--- config.mk ---
export PLATFORM = sky130hd
export DESIGN_NAME = snake_game_fsm
export DESIGN_NICKNAME = d
export VERILOG_FILES = /design/src/rtl/snake_game_fsm.sv
export SDC_FILE = /design/constraint.sdc
export NUM_CORES = 1
export LEC_CHECK = 0
export BUFFER_PORTS_ARGS = -buffer_cell sky130_fd_sc_hd__clkbuf_2
export CAP_MARGIN = 20
export CORE_UTILIZATION = 59
export CTS_CLUSTER_SIZE = 30
export DETAILED_ROUTE_END_ITERATION = 8
export PLACE_DENSITY = 0.84
export SLEW_MARGIN = 20
export SYNTH_ARGS = -nofsm -noshare
export SYNTH_HDL_FRONTEND = slang
export SYNTH_SLANG_ARGS = --single-unit
--- constraint.sdc ---
create_clock -name Clk -period 5.8 [get_ports Clk]
set_input_delay 0.58 -clock Clk [delete_from_list [all_inputs] [get_ports Clk]]
set_output_delay 0.58 -clock Clk [all_outputs]
set_load 0.03 [all_outputs]
--- src/rtl/snake_game_fsm.sv ---
// snake_game_fsm: game-state controller for the snake renderer.
// Holds a 16-entry body list (8-bit cell = row*16 + col on a 16x16 grid), the
// length, the direction and the food cell. It advances the snake on each Tick
// and reports win/loss through one-hot state flags.
//
// Ports:
//   Clk, Reset_n          clock, asynchronous active-low reset
//   Start                 begin a game (Qi) / return to idle (Ql, Qw)
//   Tick                  single-cycle move pulse, honoured only in Qp
//   BtnU/BtnD/BtnL/BtnR   direction requests, priority U > D > L > R
//   Locations_Flat        segment k at [127-8k -: 8]; segment 0 is the head
//   Length, Food          live segment count, food cell
//   Qi Qp Qm Qc Ql Qw     one-hot state flags
//
// Build option: define SNAKE_WRAP_EN to make wall crossings wrap around
// instead of losing the game.
module snake_game_fsm #(
  parameter int unsigned WIN_LEN   = 15,
  parameter logic [7:0]  INIT_HEAD = 8'h88,
  parameter logic [7:0]  FOOD_INIT = 8'h8C,
  parameter logic [7:0]  LFSR_SEED = 8'hB5
) (
  input  logic         Clk,
  input  logic         Reset_n,
  input  logic         Start,
  input  logic         Tick,
  input  logic         BtnU,
  input  logic         BtnD,
  input  logic         BtnL,
  input  logic         BtnR,
  output logic [127:0] Locations_Flat,
  output logic [3:0]   Length,
  output logic [7:0]   Food,
  output logic         Qi,
  output logic         Qp,
  output logic         Qm,
  output logic         Qc,
  output logic         Ql,
  output logic         Qw
);

  localparam logic [5:0] S_QI = 6'b000001;
  localparam logic [5:0] S_QP = 6'b000010;
  localparam logic [5:0] S_QM = 6'b000100;
  localparam logic [5:0] S_QC = 6'b001000;
  localparam logic [5:0] S_QL = 6'b010000;
  localparam logic [5:0] S_QW = 6'b100000;

  // Encoding chosen so that the reverse of a direction is dir ^ 1.
  localparam logic [1:0] DIR_U = 2'd0;
  localparam logic [1:0] DIR_D = 2'd1;
  localparam logic [1:0] DIR_L = 2'd2;
  localparam logic [1:0] DIR_R = 2'd3;

  logic [5:0]       state_q, state_d;
  logic [15:0][7:0] seg_q, seg_d;
  logic [3:0]       len_q, len_d;
  logic [7:0]       food_q, food_d;
  logic [1:0]       dir_q, dir_d;
  logic [7:0]       lfsr_q, lfsr_d;

  logic [3:0] row, col, nrow, ncol;
  logic [7:0] nh;
  logic       wall, wall_loss, self_hit, lfsr_hit, btn_any;
  logic [1:0] btn_dir;

  // Next-head computation; 4-bit coordinate arithmetic wraps by itself, so
  // the wrap build only has to suppress the loss.
  always_comb begin
    row  = seg_q[0][7:4];
    col  = seg_q[0][3:0];
    nrow = row;
    ncol = col;
    wall = 1'b0;
    case (dir_q)
      DIR_U:   begin nrow = row - 4'd1; wall = (row == 4'd0);  end
      DIR_D:   begin nrow = row + 4'd1; wall = (row == 4'd15); end
      DIR_L:   begin ncol = col - 4'd1; wall = (col == 4'd0);  end
      default: begin ncol = col + 4'd1; wall = (col == 4'd15); end
    endcase
    nh = {nrow, ncol};
`ifdef SNAKE_WRAP_EN
    wall_loss = 1'b0;
`else
    wall_loss = wall;
`endif
    // The tail slot (Length-1) is vacated by this move, so it cannot collide.
    self_hit = 1'b0;
    lfsr_hit = 1'b0;
    for (int unsigned k = 0; k < 16; k++) begin
      if ((k + 1) < 32'(len_q) && seg_q[k] == nh)     self_hit = 1'b1;
      if (k < 32'(len_q)       && seg_q[k] == lfsr_q) lfsr_hit = 1'b1;
    end
    btn_any = BtnU | BtnD | BtnL | BtnR;
    if (BtnU)      btn_dir = DIR_U;
    else if (BtnD) btn_dir = DIR_D;
    else if (BtnL) btn_dir = DIR_L;
    else           btn_dir = DIR_R;
  end

  always_comb begin
    state_d = state_q;
    seg_d   = seg_q;
    len_d   = len_q;
    food_d  = food_q;
    dir_d   = dir_q;
    lfsr_d  = {lfsr_q[6:0], lfsr_q[7] ^ lfsr_q[5] ^ lfsr_q[4] ^ lfsr_q[3]};
    case (state_q)
      S_QI: if (Start) begin
        seg_d[0] = INIT_HEAD;
        seg_d[1] = INIT_HEAD - 8'd1;
        seg_d[2] = INIT_HEAD - 8'd2;
        len_d    = 4'd3;
        dir_d    = DIR_R;
        food_d   = FOOD_INIT;
        state_d  = S_QP;
      end
      S_QP: begin
        if (btn_any && btn_dir != (dir_q ^ 2'b01)) dir_d = btn_dir;
        if (Tick) state_d = S_QM;
      end
      S_QM: begin
        if (wall_loss || self_hit) begin
          state_d = S_QL;
        end else begin
          for (int unsigned k = 1; k < 16; k++) seg_d[k] = seg_q[k-1];
          seg_d[0] = nh;
          if (nh == food_q) begin
            len_d   = len_q + 4'd1;
            state_d = ((len_q + 4'd1) == 4'(WIN_LEN)) ? S_QW : S_QC;
          end else begin
            state_d = S_QP;
          end
        end
      end
      S_QC: if (!lfsr_hit) begin
        food_d  = lfsr_q;
        state_d = S_QP;
      end
      S_QL, S_QW: if (Start) begin
        len_d   = '0;
        state_d = S_QI;
      end
      default: state_d = S_QI;
    endcase
  end

  always_ff @(posedge Clk or negedge Reset_n) begin
    if (!Reset_n) begin
      state_q <= S_QI;
      seg_q   <= '0;
      len_q   <= '0;
      food_q  <= '0;
      dir_q   <= DIR_R;
      lfsr_q  <= LFSR_SEED;
    end else begin
      state_q <= state_d;
      seg_q   <= seg_d;
      len_q   <= len_d;
      food_q  <= food_d;
      dir_q   <= dir_d;
      lfsr_q  <= lfsr_d;
    end
  end

  always_comb begin
    Locations_Flat = '0;
    for (int unsigned k = 0; k < 16; k++) Locations_Flat[127 - 8*k -: 8] = seg_q[k];
  end

  assign Length = len_q;
  assign Food   = food_q;
  assign Qi     = state_q[0];
  assign Qp     = state_q[1];
  assign Qm     = state_q[2];
  assign Qc     = state_q[3];
  assign Ql     = state_q[4];
  assign Qw     = state_q[5];

endmodule
==> flow_summary.toml <==
[drt]
drt_drc_violations_left = 0
wl_per_cell_um = 24.27
viasPerCell = 6.551
via_count = 8903
drt_wl_total_mm = 32.99
dr.pass1.iters = 6
drt_iter0_drc = 1199
antenna_left = 0

[sta]
clock.fmax_mhz = 199.1
worst_pin_slew_ns = 1.109
setup_ws_ns = 0.7774
period_needed_ns = 5.023
final-setup-viol-count = 0
final_max_slew_viol_count = 0
hold_viol_final = 0
timing.setup.tns_ns = 0
relSlewSlack_pct = 25.73
skew_ns = 0.01590
finalHoldWorstSlack_ns = 0.2187
timing.final.crit_share_pct = 86.60
grt_setup_unrepaired = "false"

[clocking]
clk_latency_ns = 0.45
cts_buffers = 17
clkSinkCount = 156
cts_tree = "done"
holdBufCountCts = 0
cts_root_buffer = "clkbuf_16"
cts_resized = 0
clock_path_buffers = 2
h-tree-depth = 4
post_cts.repair.setup_buffers = 0
clk_pin_slew_worst_paths_ns = 0.07

[final_layout]
layout_commonest_cell = "clkbuf_2"
final_util_pct = 69.18
drive_gt1_share_pct = 28.75
layout.nets = 1137
final_cell_mix = "152 x clkbuf_2, 148 x dfrtp_1, 147 x xnor2_1"
antenna_cells = 0
area_growth_pct = 14.10

[global_route]
grt_max_degree = 94
grt_pass1_wl_mm = 50.34
grtUsageMet1_pct = 49.23
grt_pass1_vias = 8502
gr-total-overflow = 0
gr-usage-all-layers_pct = 37.33
met3_usage_pct = 9.278
grt.busiest_layer = "met2"
antenna_found_initial = 0
use_met2_pct = 55.92

[setup_path]
critPathRequiredTime_ns = 6.13
critPathKind = "flip-flop to flip-flop"
ff2ff_setup_slack_ns = 0.78
arrival_ns = 5.35
r2r-end = "Locations_Flat[98]$_DFFE_PN0P_"
worstSetupStartpointType = "flip-flop"
worstSetupStartpoint = "dir_q[1]$_DFFE_PN1P_"
r2r-start = "dir_q[1]$_DFFE_PN1P_"
worstSetupEndpointType = "flip-flop"
critPathMaxFanout = 52
rr_worst_depth = 14
cp-endpoint = "Locations_Flat[98]$_DFFE_PN0P_"

[synth]
synthDistinctLibCells = 76
synth_top_area_share_pct = 35.19
synth_area_leader_cell = "dfrtp_1"
synthTopCellsByArea = "dfrtp_1 35%, xnor2_1 12%, mux2_4 12%"
syn_nets = 1007
synth_area_um2 = 10520
ys_ff_latch = 156
syn_inst = 991
yosysWarnings = 0
avgSynthCellArea_um2 = 10.62
yosysSeqAreaShare_pct = 37.19
synthFlopType = "dfrtp_1"
synth-async-reset-ratio_pct = 100.0
synth-edff-count = 0

[placed_design]
io_buffers = 153
dp_hpwl_mm = 22.16
gp_congestion = 0.9987
pre_cts_ws_ns = 0.8532

[status]
status = "completed"

[floorplan]
die_x_um = 135.6
start_util_pct = 60.63
die_area_um2 = 18380
core_um2 = 17360
num_io_pins = 154
die_height_um = 135.6
rows = 48

[flow_run]
cap_violations = 0

[min_path]
min_path_type = "input port to asynchronous set/reset pin"

[pwr]
power_density_nw_per_um2 = 447.6
peakVddDrop_mv = 0.3145
power_w = 0.005374
power.leakage_nw = 5.935
[cells by family (layout without fill, tap and decap cells)]
kind of cell | Yosys count | after routing | synth area share (%)
xor+xnor | 252 | 252 | 22.01
simple gates | 196 | 196 | 10.36
compound gates | 170 | 170 | 11.06
flops | 156 | 156 | 37.19
buf+inv | 111 | 254 | 5.053
mux | 98 | 98 | 13.32
fa+ha+maj | 8 | 8 | 1.022
[sequential cells by signal, summed over array words and instances (netlist names)]
signal          flops
Food                8
Length              4
Locations_Flat    128
dir_q               2
lfsr_q              8
state_q             6
[worst max-delay path, stage by stage, from the launching register on]
cell	delay (ns)
dfstp_2	0.54
inv_2	0.06
nand2_1	0.12
inv_2	0.06
fa_1	0.42
xnor2_1	0.17
mux2i_2	0.59
xnor2_1	0.11
or4_1	0.52
or4_1	0.53
o211ai_1	0.12
or4_1	0.17
or2_4	0.65
buf_12	0.40
mux2_2	0.38
[worst min path at each step]
stage,to,slack [ns],from,depth (start not counted)
global placement,lfsr_q[2]$_DFF_PN1_,0.43,lfsr_q[1]$_DFF_PN0_,0
finish,Locations_Flat[4]$_DFFE_PN0P_,0.22,Reset_n,1
CTS,Locations_Flat[5]$_DFFE_PN0P_,0.26,Reset_n,1
floorplan,Food[0]$_DFFE_PN0P_,0.28,Reset_n,0
global route,Locations_Flat[5]$_DFFE_PN0P_,0.29,Reset_n,1
detailed placement,lfsr_q[2]$_DFF_PN1_,0.45,lfsr_q[1]$_DFF_PN0_,0
[metal layers]
layer  wire [um]  part of all wire (%)
met1       12750                    39
met2       14700                    45
met3        3776                    11
met4        1761                   5.3
met5           0                     0
[cell usage after synthesis (all sizes together), types with 7 or more instances]
| library cell | instances |
|---|---|
| xnor2 | 149 |
| dfrtp | 148 |
| xor2 | 97 |
| mux2 | 93 |
| o21ai | 50 |
| inv | 40 |
| clkbuf | 38 |
| buf | 33 |
| nand3 | 31 |
| nand2 | 25 |
| nor2 | 25 |
| nor3 | 24 |
| nor4 | 24 |
| a21oi | 22 |
| nand4 | 19 |
| o22ai | 12 |
| a31oi | 8 |
| dfstp | 8 |
| ha | 7 |
| o211ai | 7 |
| o221ai | 7 |
[cell type report]
| class | instances | area, um2 |
|---|---|---|
| inverters | 40 | 150.1 |
| clock buffers | 19 | 432.9 |
| multi-input cells | 724 | 6085 |
| fillers | 1274 | 5349 |
| clock inverters | 13 | 142.6 |
| repair buffers | 182 | 1002 |
| well taps | 225 | 281.5 |
| flip-flops and latches | 156 | 3914 |
[power breakdown]
group / switching (W) / total, W / internal, W
registers: 0.000359 / 0.00162 / 0.00126
clock network: 0.000484 / 0.00112 / 0.000636
logic: 0.00158 / 0.00264 / 0.00106
total: 0.00242 / 0.00537 / 0.00295
[stage by stage]
step	area (um2)	std cells
finish	12010	1359
floorplan	10520	991
detailed placement	11430	1327
CTS	12010	1359
global placement	11430	1327
global route	12010	1359
Note: power is estimated with default switching activity, not from simulation.
